===== src/rtl/video_pkg.sv =====
// -----------------------------------------------------------------------------
// video_pkg
// Shared definitions for the pixel-side video transmitter.
//   - Default panel timing (800x480 active area, porches and sync widths)
//   - htotal()/vtotal(): total line / frame length from the timing numbers
//   - tx_state_e : stream transmitter state (waiting for start-of-frame or
//                  streaming pixels)
//   - rgb_t      : packed {R[7:0], G[7:0], B[7:0]} pixel
// -----------------------------------------------------------------------------
package video_pkg;

   // Default timing, horizontal values in pixel_clk cycles, vertical in lines
   localparam int H_DISP_DEF   = 800;
   localparam int H_FP_DEF     = 40;
   localparam int H_PULSE_DEF  = 48;
   localparam int H_BP_DEF     = 40;
   localparam int V_DISP_DEF   = 480;
   localparam int V_FP_DEF     = 13;
   localparam int V_PULSE_DEF  = 3;
   localparam int V_BP_DEF     = 29;

   // Total line length: blanking (fp + sync + bp) followed by the active area
   function automatic int htotal(input int fp, input int pulse, input int bp,
                                 input int disp);
      return fp + pulse + bp + disp;
   endfunction

   // Total frame length in lines, same ordering as a line
   function automatic int vtotal(input int fp, input int pulse, input int bp,
                                 input int disp);
      return fp + pulse + bp + disp;
   endfunction

   typedef enum logic {
      WAIT_SOF = 1'b0,
      STREAM   = 1'b1
   } tx_state_e;

   typedef logic [23:0] rgb_t;

endpackage


===== src/rtl/video_timing_gen.sv =====
// -----------------------------------------------------------------------------
// video_timing_gen
// Free-running horizontal/vertical position counters and the combinational
// region decode derived from them. Each line (and each frame) is laid out as
// front porch, sync pulse, back porch, then the active area, so the active
// area always ends at the counter wrap.
//
// Ports:
//   pixel_clk    in   pixel clock
//   sys_rst      in   asynchronous active-high reset, counters return to 0
//   hsync_c      out  hcnt inside the horizontal sync pulse (active-high here)
//   vsync_c      out  vcnt inside the vertical sync pulse (active-high here)
//   active_c     out  current position is inside the active picture
//   first_c      out  current position is the first active pixel of the frame
//   frame_origin out  hcnt == 0 and vcnt == 0
// -----------------------------------------------------------------------------
module video_timing_gen
   import video_pkg::*;
#(
   parameter int HDISP  = H_DISP_DEF,
   parameter int HFP    = H_FP_DEF,
   parameter int HPULSE = H_PULSE_DEF,
   parameter int HBP    = H_BP_DEF,
   parameter int VDISP  = V_DISP_DEF,
   parameter int VFP    = V_FP_DEF,
   parameter int VPULSE = V_PULSE_DEF,
   parameter int VBP    = V_BP_DEF
) (
   input  logic pixel_clk,
   input  logic sys_rst,
   output logic hsync_c,
   output logic vsync_c,
   output logic active_c,
   output logic first_c,
   output logic frame_origin
);

   localparam int HTOTAL = htotal(HFP, HPULSE, HBP, HDISP);
   localparam int VTOTAL = vtotal(VFP, VPULSE, VBP, VDISP);
   localparam int HW     = $clog2(HTOTAL);
   localparam int VW     = $clog2(VTOTAL);

   localparam logic [HW-1:0] H_LAST      = HW'(HTOTAL - 1);
   localparam logic [HW-1:0] H_SYNC_BEG  = HW'(HFP);
   localparam logic [HW-1:0] H_SYNC_END  = HW'(HFP + HPULSE);
   localparam logic [HW-1:0] H_ACT_BEG   = HW'(HTOTAL - HDISP);

   localparam logic [VW-1:0] V_LAST      = VW'(VTOTAL - 1);
   localparam logic [VW-1:0] V_SYNC_BEG  = VW'(VFP);
   localparam logic [VW-1:0] V_SYNC_END  = VW'(VFP + VPULSE);
   localparam logic [VW-1:0] V_ACT_BEG   = VW'(VTOTAL - VDISP);

   logic [HW-1:0] hcnt_reg;
   logic [VW-1:0] vcnt_reg;
   logic          h_wrap;
   logic          hact_c;
   logic          vact_c;

   assign h_wrap = (hcnt_reg == H_LAST);

   // vcnt only advances on the horizontal wrap, so both counters wrap
   // together at the end of the last active pixel of the frame
   always_ff @(posedge pixel_clk or posedge sys_rst) begin
      if (sys_rst) begin
         hcnt_reg <= '0;
         vcnt_reg <= '0;
      end else begin
         if (h_wrap) begin
            hcnt_reg <= '0;
            if (vcnt_reg == V_LAST) begin
               vcnt_reg <= '0;
            end else begin
               vcnt_reg <= vcnt_reg + 1'b1;
            end
         end else begin
            hcnt_reg <= hcnt_reg + 1'b1;
         end
      end
   end

   assign hsync_c      = (hcnt_reg >= H_SYNC_BEG) && (hcnt_reg < H_SYNC_END);
   assign vsync_c      = (vcnt_reg >= V_SYNC_BEG) && (vcnt_reg < V_SYNC_END);
   assign hact_c       = (hcnt_reg >= H_ACT_BEG);
   assign vact_c       = (vcnt_reg >= V_ACT_BEG);
   assign active_c     = hact_c && vact_c;
   assign first_c      = (hcnt_reg == H_ACT_BEG) && (vcnt_reg == V_ACT_BEG);
   assign frame_origin = (hcnt_reg == '0) && (vcnt_reg == '0);

endmodule


===== src/rtl/vga_stream_tx.sv =====
// -----------------------------------------------------------------------------
// vga_stream_tx
// Pixel-side video transmitter. Pulls 24-bit pixels from a valid/ready stream
// during the active picture, generates panel sync / data-enable and drives the
// RGB output. Underflow (source not valid when a pixel is due) and a
// start-of-frame marker in the wrong place are latched as sticky flags, and
// the transmitter drops back to waiting for the next start-of-frame, which it
// locks onto at the next frame origin with no external help.
//
// Ports:
//   pixel_clk   in   pixel clock
//   sys_rst     in   asynchronous active-high reset
//   pix_data    in   pixel {R,G,B}
//   pix_sof     in   pix_data is the first pixel of a frame
//   pix_valid   in   stream valid
//   pix_ready   out  stream ready (combinational)
//   err_clr     in   clears underflow / sync_err
//   video_hs    out  horizontal sync, active-low
//   video_vs    out  vertical sync, active-low
//   video_de    out  data enable
//   video_rgb   out  output pixel, 0 outside active or when no pixel shown
//   frame_start out  one-cycle pulse with the first displayed pixel of a frame
//   underflow   out  sticky underflow flag
//   sync_err    out  sticky start-of-frame misalignment flag
// -----------------------------------------------------------------------------
module vga_stream_tx
   import video_pkg::*;
#(
   parameter int HDISP  = H_DISP_DEF,
   parameter int HFP    = H_FP_DEF,
   parameter int HPULSE = H_PULSE_DEF,
   parameter int HBP    = H_BP_DEF,
   parameter int VDISP  = V_DISP_DEF,
   parameter int VFP    = V_FP_DEF,
   parameter int VPULSE = V_PULSE_DEF,
   parameter int VBP    = V_BP_DEF
) (
   input  logic        pixel_clk,
   input  logic        sys_rst,
   input  logic [23:0] pix_data,
   input  logic        pix_sof,
   input  logic        pix_valid,
   output logic        pix_ready,
   input  logic        err_clr,
   output logic        video_hs,
   output logic        video_vs,
   output logic        video_de,
   output logic [23:0] video_rgb,
   output logic        frame_start,
   output logic        underflow,
   output logic        sync_err
);

   // Position decode from the timing generator
   logic hsync_c;
   logic vsync_c;
   logic active_c;
   logic first_c;
   logic frame_origin;

   video_timing_gen #(
      .HDISP  (HDISP),
      .HFP    (HFP),
      .HPULSE (HPULSE),
      .HBP    (HBP),
      .VDISP  (VDISP),
      .VFP    (VFP),
      .VPULSE (VPULSE),
      .VBP    (VBP)
   ) u_timing (
      .pixel_clk    (pixel_clk),
      .sys_rst      (sys_rst),
      .hsync_c      (hsync_c),
      .vsync_c      (vsync_c),
      .active_c     (active_c),
      .first_c      (first_c),
      .frame_origin (frame_origin)
   );

   tx_state_e state_reg;
   tx_state_e state_next;
   rgb_t      rgb_reg;
   rgb_t      rgb_next;
   logic      hs_reg;
   logic      vs_reg;
   logic      de_reg;
   logic      fs_reg;
   logic      fs_next;
   logic      uf_reg;
   logic      uf_set;
   logic      se_reg;
   logic      se_set;

   // Stream handshake and next-state decode.
   // While waiting, everything except a start-of-frame pixel is accepted and
   // dropped, so stale data from an aborted frame drains out and the sof pixel
   // ends up parked at the head of the stream until the frame origin.
   // While streaming, a pixel is only accepted inside the active area and
   // only if its sof marker agrees with the position: the first pixel must
   // carry sof and no other pixel may. A misplaced sof pixel is left in the
   // stream so it can start the next frame.
   always_comb begin
      state_next = state_reg;
      rgb_next   = '0;
      uf_set     = 1'b0;
      se_set     = 1'b0;
      pix_ready  = 1'b0;

      if (state_reg == WAIT_SOF) begin
         pix_ready = !(pix_valid && pix_sof);
         // The sof pixel itself is not consumed here; it is taken at first_c
         if (frame_origin && pix_valid && pix_sof) begin
            state_next = STREAM;
         end
      end else begin
         if (active_c) begin
            if (!pix_valid) begin
               pix_ready  = 1'b1;
               uf_set     = 1'b1;
               state_next = WAIT_SOF;
            end else if (pix_sof != first_c) begin
               se_set     = 1'b1;
               state_next = WAIT_SOF;
            end else begin
               pix_ready  = 1'b1;
               rgb_next   = pix_data;
            end
         end
      end
   end

   assign fs_next = first_c && (state_reg == STREAM) && pix_valid && pix_sof;

   // All video outputs are registered one cycle after the counter value they
   // decode. Error flags are sticky; a new error in the same cycle as err_clr
   // keeps the flag set.
   always_ff @(posedge pixel_clk or posedge sys_rst) begin
      if (sys_rst) begin
         state_reg <= WAIT_SOF;
         hs_reg    <= 1'b1;
         vs_reg    <= 1'b1;
         de_reg    <= 1'b0;
         rgb_reg   <= '0;
         fs_reg    <= 1'b0;
         uf_reg    <= 1'b0;
         se_reg    <= 1'b0;
      end else begin
         state_reg <= state_next;
         hs_reg    <= !hsync_c;
         vs_reg    <= !vsync_c;
         de_reg    <= active_c;
         rgb_reg   <= rgb_next;
         fs_reg    <= fs_next;
         uf_reg    <= uf_set || (uf_reg && !err_clr);
         se_reg    <= se_set || (se_reg && !err_clr);
      end
   end

   assign video_hs    = hs_reg;
   assign video_vs    = vs_reg;
   assign video_de    = de_reg;
   assign video_rgb   = rgb_reg;
   assign frame_start = fs_reg;
   assign underflow   = uf_reg;
   assign sync_err    = se_reg;

endmodule


===== config.mk =====
export PLATFORM = sky130hd
export DESIGN_NAME = vga_stream_tx
export DESIGN_NICKNAME = d
export VERILOG_FILES = /design/src/rtl/video_pkg.sv /design/src/rtl/video_timing_gen.sv /design/src/rtl/vga_stream_tx.sv
export SDC_FILE = /design/constraint.sdc
export NUM_CORES = 1
export LEC_CHECK = 0
export BUFFER_PORTS_ARGS = -buffer_cell sky130_fd_sc_hd__buf_4
export CORE_ASPECT_RATIO = 0.75
export CORE_MARGIN = 2
export CORE_UTILIZATION = 54
export CTS_BUF_LIST = sky130_fd_sc_hd__clkbuf_2 sky130_fd_sc_hd__clkbuf_4 sky130_fd_sc_hd__clkbuf_8
export CTS_CLUSTER_DIAMETER = 50
export DETAILED_ROUTE_END_ITERATION = 8
export MAX_ROUTING_LAYER = met4
export PLACE_DENSITY = 0.88
export SYNTH_ARGS = -nofsm -noshare
export SYNTH_HDL_FRONTEND = slang
export SYNTH_SLANG_ARGS = --single-unit
export TNS_END_PERCENT = 10

===== constraint.sdc =====
create_clock -name pixel_clk -period 2.5 [get_ports pixel_clk]
set_clock_uncertainty 0.1 [all_clocks]
set_input_delay 0.25 -clock pixel_clk [delete_from_list [all_inputs] [get_ports pixel_clk]]
set_output_delay 0.25 -clock pixel_clk [all_outputs]
set_load 0.05 [all_outputs]

==> out/results.ini <==
[clocking]
cts-root-to-sink-buffers=2
post-cts-setup-buffer-count=0
cts_inserted_buffers=5
tritoncts_num_sinks=51
clock_insertion_delay_worst_skew_ns=0.30
tritoncts=yes
htreeDepth=2
clockRootBuffer=sky130_fd_sc_hd__clkbuf_8
clkTransAtPathRegs_ns=0.09

[power]
ir_drop_mv=0.3641
tot_pwr_mw=1.552
leakage_nw=1.473
cellPowerDensity_nw_per_um2=529.8

[critical_path]
rr_endpoint=u_timing.vcnt_reg[6]
cp-end-kind=primary output
crit_start=u_timing.vcnt_reg[1]
worst_ep_required_time_ns=2.15
timing.setup.critical_path_class=reg -> out
worstReg2RegStart=u_timing.hcnt_reg[0]
worstRegToRegCells=6
timing.critical_path.fanout_max=4
worstPathArrival_ns=1.97
cp-endpoint=pix_ready
kind_of_launch_point_of_the_worst_setup_path=flip-flop
regToRegSetupSlack_ns=0.41

[finish]
utilization_pct=72.25
antenna_cells=0
final_design_area_no_fill_sq_um=2929
nFillCells=289
largest_register_ffs=24
layout-area-overhead-vs-synth_pct=28.98
mostFrequentLayoutCell=sky130_fd_sc_hd__buf_4
fraction_of_final_layout_cells_with_drive_strength_greater_than_1_pct=30.15
final_nets=306
layout.cells.most_common_list=63 x sky130_fd_sc_hd__buf_4, 49 x sky130_fd_sc_hd__dfrtp_1, 26 x sky130_fd_sc_hd__and2_1, 16 x sky130_fd_sc_hd__nor2_1, 13 x sky130_fd_sc_hd__nand3_1

[place]
dpl-instance-area_sq_um=2778
placement.io_buffers=59
dpl.hpwl_um=3621
gp_routability_congestion=0.8564

[sta]
final_period_minus_worst_setup_slack_ns=2.322
setup_repair_after_global_routing_missed_its_margin=false
drv_slew=0
timing.fmax_mhz=430.7
sum_of_negative_setup_slack_ns=0
max_slew.worst_pin.slew_ns=0.4852
maxSlewHeadroom_pct=67.39
layout_worst_path_cycle_share_pct=92.87
report.final.hold_viol_count=0
report.final.setup_viol=0

[die]
fp.dieH_um=60.16
io_pins=60
core_sq_um=4054
fp.dieArea_sq_um=4745
start_util_pct=56.02
num_rows=20
die_w_um=78.88

[outcome]
status=completed

[synth]
synth-main-ff-cell=sky130_fd_sc_hd__dfrtp_1
synth_cells=204
synth-async-reset-ratio_pct=100.0
netlist-cell-type-count=40
synth_edf_count=0
synthesis.yosys.warnings=0
syn-num-nets=239
synth_sequential_area_ratio_pct=56.31
synth-seq-cells=51
post_synth_instance_area_sq_um=2271
synth_area_per_cell_sq_um=11.13

[routing]
drt-pass1-iter-count=4
antenna_left=0
wl_met2_um=2505
top_layer=met4
total_routed_length_um=4942
dr_total_vias=1712
routed_via_density=5.235
routedWlPerCell_um=15.11
wl_met1_um=2107
met3WireLength_um=272
detail_route.drc_violations=0
drtIter0Drc=152

[grt]
grtUsageTotal_pct=23.14
via_count_of_the_first_global_routing_pass=1632
largest_net_degree_at_the_start_of_global_routing=25
grt_pass1_wl_um=7886
grt-ovfl-total=0
antenna_found_initial=0

[run]
max_cap_viol_count=0

[hold_path]
hold_class=in -> reg

## synthesized netlist by cell type (2+ instances only)
master                      number  area [sq um]
sky130_fd_sc_hd__and3_1          4         25.02
sky130_fd_sc_hd__xor2_1          7         61.31
sky130_fd_sc_hd__nor4_1          2         12.51
sky130_fd_sc_hd__nor3_2          2         20.02
sky130_fd_sc_hd__or4_1           2         15.01
sky130_fd_sc_hd__a21boi_0        2         15.01
sky130_fd_sc_hd__nor2_1         16         60.06
sky130_fd_sc_hd__dfrtp_1        49          1226
sky130_fd_sc_hd__nand3_1        13         65.06
sky130_fd_sc_hd__ha_1            6         75.07
sky130_fd_sc_hd__o21ai_0         4         20.02
sky130_fd_sc_hd__nor3_1          5         25.02
sky130_fd_sc_hd__o2111ai_1       2         17.52
sky130_fd_sc_hd__inv_1          13         48.80
sky130_fd_sc_hd__and2_1         26         162.7
sky130_fd_sc_hd__nand2_1        10         37.54
sky130_fd_sc_hd__and4_1          2         17.52
sky130_fd_sc_hd__nand4_1         4         25.02
sky130_fd_sc_hd__nor2b_1         3         18.77
sky130_fd_sc_hd__buf_6           2         22.52
sky130_fd_sc_hd__xnor2_1         8         70.07
sky130_fd_sc_hd__nand2b_1        2         12.51
sky130_fd_sc_hd__o31ai_1         2         15.01
sky130_fd_sc_hd__dfstp_2         2         52.55
## repair_timing
action / 4_1_cts / 5_1_grt
setup endpoints to repair: 0 / 1
hold endpoints to repair: 15 / 0
hold buffers: 1 / 0
gates resized for setup: 0 / 3
## where the power goes
part           total, mW          switching, mW  internal [mW]
registers          0.824  0.0000000000000000502          0.824
logic             0.0607                 0.0275         0.0332
clock network      0.667                  0.256          0.411
total               1.55                  0.284           1.27
## final cells by class
cell class / count / area (sq um) / area share (%)
clock buffers: 6 / 76.32 / 2.606
clock inverters: 2 / 60.06 / 2.050
inverters: 13 / 48.80 / 1.666
multi-input cells: 136 / 913.4 / 31.18
flip-flops and latches: 51 / 1279 / 43.66
well taps: 55 / 68.82 / 2.349
repair buffers: 64 / 483.0 / 16.49
## metrics by stage
step / hold slack (ns) / std cells / setup slack (ns)
2_1_floorplan: 0.2556 / 204 / 0.2186
3_3_place_gp: 0.1345 / 318 / 0.5238
3_5_place_dp: 0.1436 / 318 / 0.4642
4_1_cts: 0.04726 / 327 / 0.1470
5_1_grt: 0.04189 / 327 / 0.01432
6_report: 0.04982 / 327 / 0.1781
## cell families after synthesis
kind of cell | after synthesis | synth area share [%]
and+or+nand+nor | 99 | 26.12
DFF | 51 | 56.31
buffers and inverters | 17 | 3.691
AOI/OAI and AO/OA | 16 | 4.793
xor gates and xnor gates | 15 | 5.785
adders and majority gates | 6 | 3.306
## worst min-delay path by stage
stage	slack [ns]	from	cells after the start	endpoint
2_1_floorplan	0.26	err_clr	1	underflow
3_3_place_gp	0.13	sys_rst	2	video_rgb[21]
3_5_place_dp	0.14	sys_rst	2	video_rgb[21]
4_1_cts	0.05	pix_data[17]	2	video_rgb[17]
5_1_grt	0.04	pix_data[17]	2	video_rgb[17]
6_report	0.05	pix_data[21]	2	video_rgb[21]
## metal layers
layer	vias up	track usage, %
li1	822	-
met5	-	-
met4	0	6.897
met2	60	38.71
met1	826	29.17
met3	4	4.683
## critical path, stage by stage, from the launching register on
cell	delay (ns)
sky130_fd_sc_hd__dfrtp_1	0.40
sky130_fd_sc_hd__inv_1	0.12
sky130_fd_sc_hd__ha_1	0.24
sky130_fd_sc_hd__nand4_1	0.23
sky130_fd_sc_hd__nor3_2	0.24
sky130_fd_sc_hd__xnor2_1	0.08
sky130_fd_sc_hd__a21boi_1	0.16
sky130_fd_sc_hd__buf_4	0.22
Note: power is estimated with default switching activity, not from simulation.
